`src/rtl/rr_grant_arbiter_if.sv`:
```
// Requester-side handshake for the round-robin arbiter: request/enable in, registered grant out.
interface rr_grant_arbiter_if #(
   parameter int N   = 8,
   parameter int IDW = 3
);
   logic           en;
   logic [N-1:0]   req;
   logic [N-1:0]   gnt;
   logic [IDW-1:0] gnt_id;
   logic           gnt_valid;
   logic [4:0]     hold_cnt;

   modport master (output en, req, input gnt, gnt_id, gnt_valid, hold_cnt);
   modport slave  (input en, req, output gnt, gnt_id, gnt_valid, hold_cnt);
endinterface

```
`src/rtl/rr_grant_arbiter.sv`:
```
// Round-robin arbiter with grant hold and programmable forced release; gnt_id drives the
// shared datapath select mux.
module rr_grant_arbiter #(
   parameter int N        = 8,
   parameter int IDW      = 3,
   parameter int MAX_HOLD = 16
) (
   input logic              clk,
   input logic              rst,
   rr_grant_arbiter_if.slave bus
);

   typedef enum logic {IDLE, BUSY} state_t;

   localparam logic [4:0] HOLD_LAST = (MAX_HOLD == 0) ? 5'd0 : 5'(MAX_HOLD - 1);

   state_t         state_q, state_d;
   logic [N-1:0]   gnt_q, gnt_d;
   logic [IDW-1:0] id_q, id_d;
   logic [IDW-1:0] ptr_q, ptr_d;
   logic [4:0]     hold_q, hold_d;

   logic [N-1:0]   cand;
   logic [IDW-1:0] idx;
   logic [IDW-1:0] win;
   logic           found;
   logic           owner_req;
   logic           release_c;

   always_ff @(posedge clk or posedge rst) begin
      if (rst) begin
         state_q <= IDLE;
         gnt_q   <= '0;
         id_q    <= '0;
         ptr_q   <= '0;
         hold_q  <= '0;
      end else begin
         state_q <= state_d;
         gnt_q   <= gnt_d;
         id_q    <= id_d;
         ptr_q   <= ptr_d;
         hold_q  <= hold_d;
      end
   end

   // gnt_q is zero in IDLE, so masking with it only excludes the outgoing owner on a release.
   always_comb begin
      cand  = bus.req & ~gnt_q;
      idx   = '0;
      win   = '0;
      found = 1'b0;
      for (int i = 0; i < N; i++) begin
         idx = IDW'((int'(ptr_q) + i) % N);
         if (!found && cand[idx]) begin
            found = 1'b1;
            win   = idx;
         end
      end
   end

   always_comb begin
      state_d   = state_q;
      gnt_d     = gnt_q;
      id_d      = id_q;
      ptr_d     = ptr_q;
      hold_d    = hold_q;
      owner_req = |(bus.req & gnt_q);
      release_c = !bus.en || !owner_req || (MAX_HOLD != 0 && hold_q == HOLD_LAST);
      case (state_q)
         IDLE: begin
            if (bus.en && found) begin
               state_d = BUSY;
               gnt_d   = N'(1) << win;
               id_d    = win;
               hold_d  = '0;
               ptr_d   = IDW'((int'(win) + 1) % N);
            end
         end
         BUSY: begin
            if (!release_c) begin
               if (hold_q != 5'd31) hold_d = hold_q + 5'd1;
            end else if (bus.en && found) begin
               gnt_d  = N'(1) << win;
               id_d   = win;
               hold_d = '0;
               ptr_d  = IDW'((int'(win) + 1) % N);
            end else begin
               state_d = IDLE;
               gnt_d   = '0;
               id_d    = '0;
               hold_d  = '0;
            end
         end
         default: state_d = IDLE;
      endcase
   end

   always_comb begin
      bus.gnt       = gnt_q;
      bus.gnt_id    = id_q;
      bus.gnt_valid = |gnt_q;
      bus.hold_cnt  = hold_q;
   end

endmodule

```
`src/flat_wrapper.sv`:
```
// flat-port wrapper written by rule: the top's interface ports become plain ports
module rr_grant_arbiter_flat 
#(
   parameter int N        = 8,
   parameter int IDW      = 3,
   parameter int MAX_HOLD = 16
)
  (clk, rst, bus_en, bus_req, bus_gnt, bus_gnt_id, bus_gnt_valid, bus_hold_cnt);
  rr_grant_arbiter_if #(.N(N), .IDW(IDW)) bus_i ();
  input logic clk;
  input logic rst;
  input wire logic [$bits(bus_i.en)-1:0] bus_en;
  input wire logic [$bits(bus_i.req)-1:0] bus_req;
  output wire logic [$bits(bus_i.gnt)-1:0] bus_gnt;
  output wire logic [$bits(bus_i.gnt_id)-1:0] bus_gnt_id;
  output wire logic [$bits(bus_i.gnt_valid)-1:0] bus_gnt_valid;
  output wire logic [$bits(bus_i.hold_cnt)-1:0] bus_hold_cnt;
  assign bus_i.en = bus_en;
  assign bus_i.req = bus_req;
  assign bus_gnt = bus_i.gnt;
  assign bus_gnt_id = bus_i.gnt_id;
  assign bus_gnt_valid = bus_i.gnt_valid;
  assign bus_hold_cnt = bus_i.hold_cnt;
  rr_grant_arbiter #(.N(N), .IDW(IDW), .MAX_HOLD(MAX_HOLD)) u_core (.clk(clk), .rst(rst), .bus(bus_i));
endmodule
```
`config.mk`:
```
export PLATFORM = sky130hd
export DESIGN_NAME = rr_grant_arbiter_flat
export DESIGN_NICKNAME = d
export VERILOG_FILES = /design/src/rtl/rr_grant_arbiter_if.sv /design/src/rtl/rr_grant_arbiter.sv /design/src/flat_wrapper.sv
export SDC_FILE = /design/constraint.sdc
export NUM_CORES = 1
export LEC_CHECK = 0
export ABC_AREA = 1
export BUFFER_PORTS_ARGS = -buffer_cell sky130_fd_sc_hd__buf_2
export CORE_MARGIN = 4
export CORE_UTILIZATION = 60
export CTS_CLUSTER_DIAMETER = 60
export DETAILED_ROUTE_END_ITERATION = 10
export PLACE_DENSITY = 0.92
export SLEW_MARGIN = 40
export SYNTH_ARGS = -nofsm -noshare
export SYNTH_HDL_FRONTEND = slang
export SYNTH_SLANG_ARGS = --single-unit
```
`constraint.sdc`:
```
create_clock -name clk -period 4.4 [get_ports clk]
set_clock_uncertainty 0.1 [all_clocks]
set_input_delay 0.88 -clock clk [delete_from_list [all_inputs] [get_ports clk]]
set_output_delay 0.88 -clock clk [all_outputs]
set_load 0.1 [all_outputs]
```
==> flow_metrics.py, run 1 <==
metrics = {
    "worst_setup_path": {
        "cpMostUsedCell": "inv_1",
        "cpMaxStageDelayCell": "dfrtp_1",
        "end_kind": "flop",
        "cp_data_required_time_ns": 4.54,
        "startpoint_type": "flop",
        "reg2reg_depth": 16,
        "path_class": "flop to flop",
        "cp_cell_sequence": "inv_1 > ha_1 > inv_1 > nand3_1 > nand2_2 > nor2_2 > a31oi_1 > inv_1 > nand3_1 > nor2_1 > nor2_1 > nand3_2 > nand2_1 > inv_1 > ha_1 > o21ai_1",
        "crit_fanout": 11,
        "critPathArrivalTime_ns": 3.41,
        "slowest_delay_ns": 0.58,
    },
    "floorplan": {
        "core_area_um2": 2829,
        "die_w_um": 63.16,
        "initial_utilization_pct": 64.53,
        "io_pins": 28,
        "rows": 19,
        "dieArea_um2": 3989,
        "die_y_um": 63.16,
    },
    "logic_synthesis": {
        "synth.distinct_cells": 32,
        "synth-edff-count": 0,
        "synth.largest_area_cell": "dfrtp_1",
        "synth_seq_cells": 20,
        "ys_top_cells_by_count": "70 x nand2_1, 49 x nand3_1, 30 x inv_1, 20 x dfrtp_1, 18 x nor2_1",
        "syn_nets": 282,
        "ys_seq_area_share_pct": 27.42,
        "synth_flop_cell": "dfrtp_1",
        "yosysWarnings": 0,
        "synth_most_common_cell": "nand2_1",
        "postSynth.asyncResetShare_pct": 100.0,
        "yosys-top-cells-area": "dfrtp_1 27%, nand2_1 14%, nand3_1 13%, nand3_2 6.6%, inv_1 6.2%",
        "synth_area_um2": 1826,
        "synth_top_cell_area_share_pct": 27.42,
        "syn_area_per_cell_um2": 6.915,
        "postSynthCellCount": 264,
    },
    "sta": {
        "hold_viol": 0,
        "fin_crit_sh_pct": 74.21,
        "max_freq_mhz": 306.2,
        "slew_headroom_pct": 54.40,
        "drv_slew": 0,
        "period_minus_slack_ns": 3.265,
        "setup_viol": 0,
        "tightest_slew_ns": 0.6798,
        "rsz0062_at_grt": "no",
        "fin_tns_setup_ns": 0,
    },
    "routing": {
        "vias_per_cell": 6.053,
        "drtIter0Drc": 235,
        "wl_um": 4545,
        "routedWlPerCell_um": 14.16,
        "vias": 1943,
        "drc": 0,
        "ant_nets": 0,
        "dr.pass1.iters": 5,
    },
    "placed_design": {
        "place_hpwl_um": 3630,
        "port_buffers": 27,
        "gp_congestion": 0.9266,
        "post_dp_cell_area_um2": 1941,
        "dp.cells": 317,
    },
    "cts": {
        "cts_sinks": 20,
        "worst_skew_pair.late_latency_ns": 0.31,
        "numCtsBuffers": 3,
        "htreeDepth": 1,
        "post_cts_buffers": 0,
        "cts_hold_buf": 0,
        "path_clk_slew_ns": 0.11,
        "cts_max_path_buffers": 2,
        "cts_tree": "yes",
        "clockRootBuffer": "clkbuf_4",
        "cts_resized": 0,
    },
    "global_route": {
        "antenna_found_initial": 0,
        "grt_pass1_vias": 1755,
        "grt_util_all_layers_pct": 24.06,
        "overflow": 0,
        "grt_pass1_wl_um": 7721,
        "grt_max_degree": 21,
    },
    "run_status": {
        "outcome": "completed",
    },
    "min_path": {
        "hold_path.class": "flop to flop",
        "whs_path_depth": 2,
    },
    "finish": {
        "final_nets": 309,
        "fill_cells": 223,
        "n_antenna_cell": 0,
        "stdcell_count": 321,
        "final_area_um2": 1977,
        "layout-drive-gt1-share_pct": 21.38,
        "area_delta_synth_final_pct": 8.294,
    },
    "run": {
        "drv_cap": 0,
    },
}
==> path summary, 6_finish.rpt <==
check | from | to | slack, ns
max in group asynchronous | rst | u_core.bus.hold_cnt[2] | 3.40
hold reg to reg | u_core.bus.gnt_id[2] | u_core.bus.gnt_id[2] | 0.38
min in group asynchronous | rst | u_core.bus.hold_cnt[3] | 0.47
setup reg to reg | u_core.ptr_q[1] | u_core.ptr_q[2] | 1.13
hold / removal | u_core.bus.gnt_id[2] | u_core.bus.gnt_id[2] | 0.38
setup / recovery | u_core.ptr_q[1] | u_core.ptr_q[2] | 1.13
==> layout by cell type, fill, tap and decap left out, types with 3 or more instances in the layout <==
cell type | Yosys | routed
ha_1 | 7 | 7
nand3_1 | 49 | 49
nand2_1 | 70 | 70
nand3_2 | 12 | 12
nand4_1 | 7 | 7
o21ai_0 | 6 | 6
clkbuf_4 | 0 | 3
nand2_2 | 6 | 6
buf_2 | 1 | 27
o21ai_2 | 3 | 3
inv_1 | 30 | 29
nor2_1 | 18 | 18
xor2_1 | 3 | 3
nor2_2 | 4 | 4
dfrtp_1 | 20 | 20
==> flip-flops by register name, indices dropped and copies added (netlist names) <==
signal,flops
u_core.state_q,1
u_core.bus.gnt_id,3
u_core.bus.hold_cnt,5
u_core.bus.gnt,8
u_core.ptr_q,3
==> kinds of logic after synthesis <==
kind of cell | synth area share [%]
AOI/OAI and AO/OA | 7.403
buffers and inverters | 10.28
DFF | 27.42
xor gates and xnor gates | 2.399
adders and majority gates | 4.798
and+or+nand+nor | 47.70
==> metal layers <==
layer	part of all wire (%)	track usage (%)
met1	42	32.04
met2	46	37.42
met3	8.5	4.796
met4	3.0	11.02
met5	0	0
==> area by class of cell <==
class                      count  area, um^2  area share [%]
clock buffer                   4       36.28           1.835
timing repair buffer          27       135.1           6.835
tap                           31       38.79           1.962
sequential                    20       500.5           25.32
inverter                      33       128.9           6.519
multi-input combinational    206        1137           57.53
==> stage by stage <==
step | setup slack (ns) | util (%) | hold slack, ns
final | 1.135 | 69.88 | 0.3824
after global routing | 0.8785 | 69.88 | 0.4206
after CTS | 1.187 | 69.88 | 0.3867
after detailed placement | 1.231 | 68.60 | 0.3596
after global placement | 1.344 | 68.60 | 0.3541
after floorplan | 1.605 | - | 0.4824
==> critical path: cells and delay by family, from the launching register on <==
kind	cells	cell delay [ns]
compound gates	2	0.32
simple gates	8	0.91
fa+ha+maj	2	0.68
flops	1	0.58
buf+inv	4	0.61
Power of run 1 is not shown: default switching activity piles up to over one toggle a cycle in this logic, so the estimate is an artifact.
==> run 2, diff against run 1 <==
--- a/config.mk
+++ b/config.mk
@@ -8,10 +8,10 @@
 export ABC_AREA = 1
 export BUFFER_PORTS_ARGS = -buffer_cell sky130_fd_sc_hd__buf_2
 export CORE_MARGIN = 4
-export CORE_UTILIZATION = 60
+export CORE_UTILIZATION = 57
 export CTS_CLUSTER_DIAMETER = 60
 export DETAILED_ROUTE_END_ITERATION = 10
-export PLACE_DENSITY = 0.92
+export PLACE_DENSITY = 0.88
 export SLEW_MARGIN = 40
 export SYNTH_ARGS = -nofsm -noshare
 export SYNTH_HDL_FRONTEND = slang
==> constraint.sdc (replaced) <==
create_clock -name clk -period 3.35 [get_ports clk]
set_clock_uncertainty 0.1 [all_clocks]
set_input_delay 0.67 -clock clk [delete_from_list [all_inputs] [get_ports clk]]
set_output_delay 0.67 -clock clk [all_outputs]
set_load 0.1 [all_outputs]
==> run 2 against run 1 <==
Against the previous run: via count grew 2.7%; fmax rose by 9.4%; design area increased by 2.0%; register-to-register slack worse by 0.77 ns; sequential cell count unchanged; final cell count rose by 5.0%; critical path depth unchanged; worst hold slack got worse by 0.12 ns; first-iteration DRC count fell by 16%; core utilization decreased by 3.8 points; non-clock buffer count rose by 3; count of clock-buffer cells in the layout is the same.
==> flow_metrics.py, run 2 (synthesized netlist as in run 1, its figures left out) <==
metrics = {
    "finish": {
        "largest_reg_flops": 8,
        "mostFrequentLayoutCell": "nand2_1",
        "final_nets": 312,
        "layout-drive-gt1-share_pct": 22.53,
        "n_antenna_cell": 0,
        "area_delta_synth_final_pct": 10.49,
        "mostFrequentLayoutCells": "70 x nand2_1, 49 x nand3_1, 29 x inv_1",
    },
    "routing": {
        "drc": 0,
        "dr.pass1.iters": 6,
        "routedWlPerCell_um": 14.50,
        "ant_nets": 0,
        "wl_um": 4887,
        "vias_per_cell": 5.923,
        "vias": 1996,
        "drtIter0Drc": 197,
    },
    "global_route": {
        "grt_pass1_wl_um": 8224,
        "grt_max_degree": 21,
        "grt_util_all_layers_pct": 24.81,
        "grt_pass1_vias": 1947,
        "antenna_found_initial": 0,
        "overflow": 0,
    },
    "min_path": {
        "hold_path.class": "input pin to asynchronous set/reset pin",
    },
    "floorplan": {
        "die_w_um": 64.59,
        "rows": 20,
        "core_area_um2": 3053,
        "io_pins": 28,
        "dieArea_um2": 4172,
        "initial_utilization_pct": 59.80,
        "die_y_um": 64.59,
    },
    "sta": {
        "fin_crit_sh_pct": 89.10,
        "slew_headroom_pct": 51.96,
        "tightest_slew_ns": 0.7162,
        "rsz0062_at_grt": "no",
        "drv_slew": 0,
        "hold_viol": 0,
        "setup_viol": 0,
        "period_minus_slack_ns": 2.985,
        "max_freq_mhz": 335.0,
        "fin_tns_setup_ns": 0,
    },
    "cts": {
        "clockRootBuffer": "clkbuf_4",
        "numCtsBuffers": 3,
        "worst_skew_pair.late_latency_ns": 0.31,
        "path_clk_slew_ns": 0.12,
        "htreeDepth": 1,
        "cts_hold_buf": 0,
        "cts_tree": "yes",
        "cts_sinks": 20,
        "cts_max_path_buffers": 2,
    },
    "worst_setup_path": {
        "rr_endpoint": "u_core.ptr_q[2]",
        "reg2reg_depth": 16,
        "critPathArrivalTime_ns": 3.13,
        "r2r_slack_ns": 0.37,
        "cpMaxStageDelayCell": "dfrtp_2",
        "cpMostUsedCell": "inv_1",
        "startpoint_type": "flop",
        "crit_fanout": 12,
        "cp_data_required_time_ns": 3.50,
        "path_class": "flop to flop",
        "cp_cell_sequence": "inv_6 > ha_1 > inv_1 > nand3_1 > nand2_2 > nor2_2 > a31oi_1 > inv_1 > nand3_1 > nor2_1 > nor2_1 > nand3_2 > nand2_1 > inv_1 > ha_1 > o21ai_1",
        "reg2reg_from": "u_core.ptr_q[0]",
        "slowest_delay_ns": 0.47,
        "end_kind": "flop",
    },
    "run": {
        "drv_cap": 0,
    },
    "run_status": {
        "outcome": "completed",
    },
    "placed_design": {
        "gp_congestion": 0.9111,
        "place_hpwl_um": 3905,
        "port_buffers": 27,
    },
}
## run 2: area by class of cell
type                            count  area, um^2
Clock buffer                        4       36.28
Sequential cell                    20       501.7
Multi-Input combinational cell    206        1137
Fill cell                         260        1036
Timing Repair Buffer               30       157.7
Inverter                           33       128.9
Tap cell                           44       55.05
## run 2: how the worst max path moves through the flow
stage / start / end / slack, ns / depth (start not counted)
floorplan: u_core.bus.gnt[6] / u_core.ptr_q[2] / 0.56 / 15
global placement: u_core.ptr_q[0] / u_core.ptr_q[2] / 0.36 / 16
detailed placement: u_core.ptr_q[0] / u_core.ptr_q[2] / 0.21 / 16
CTS: u_core.ptr_q[0] / u_core.ptr_q[2] / 0.17 / 16
global route: u_core.ptr_q[1] / u_core.ptr_q[2] / 0.04 / 16
finish: u_core.ptr_q[0] / u_core.ptr_q[2] / 0.37 / 16
## run 2: routing by layer
metal	part of all wire [%]	global-route usage, %	vias up
li1	-	-	945
met1	41	29.84	901
met2	48	42.27	130
met3	8.6	5.199	20
met4	2.3	11.35	0
met5	0	0	-
## run 2: through the flow
stage,hold slack (ns),utilization (%),instances,worst slack [ns],instance area [um^2]
detailed placement,0.3737,64.34,331,0.2078,1964
global placement,0.3563,64.34,331,0.3617,1964
floorplan,0.4824,-,264,0.5553,1826
finish,0.2592,66.07,337,0.3652,2017
global route,0.2881,66.07,337,0.04437,2017
CTS,0.3891,65.53,335,0.1720,2001
## run 2: timing repair
action	in CTS	in global routing
endpoints found under the setup margin	0	4
gates resized for setup	0	1
buffers inserted	0	2
## run 2: worst max-delay path: cells and delay by family, from the launching register on
| kind | cells | cell delay, ns |
|---|---|---|
| AND/OR/NAND/NOR | 8 | 0.85 |
| AO/OA/AOI/OAI | 2 | 0.34 |
| flip-flops | 1 | 0.47 |
| buffers and inverters | 4 | 0.47 |
| adder cells (fa/ha/maj) | 2 | 0.68 |
Power of run 2 is left out for the same reason.
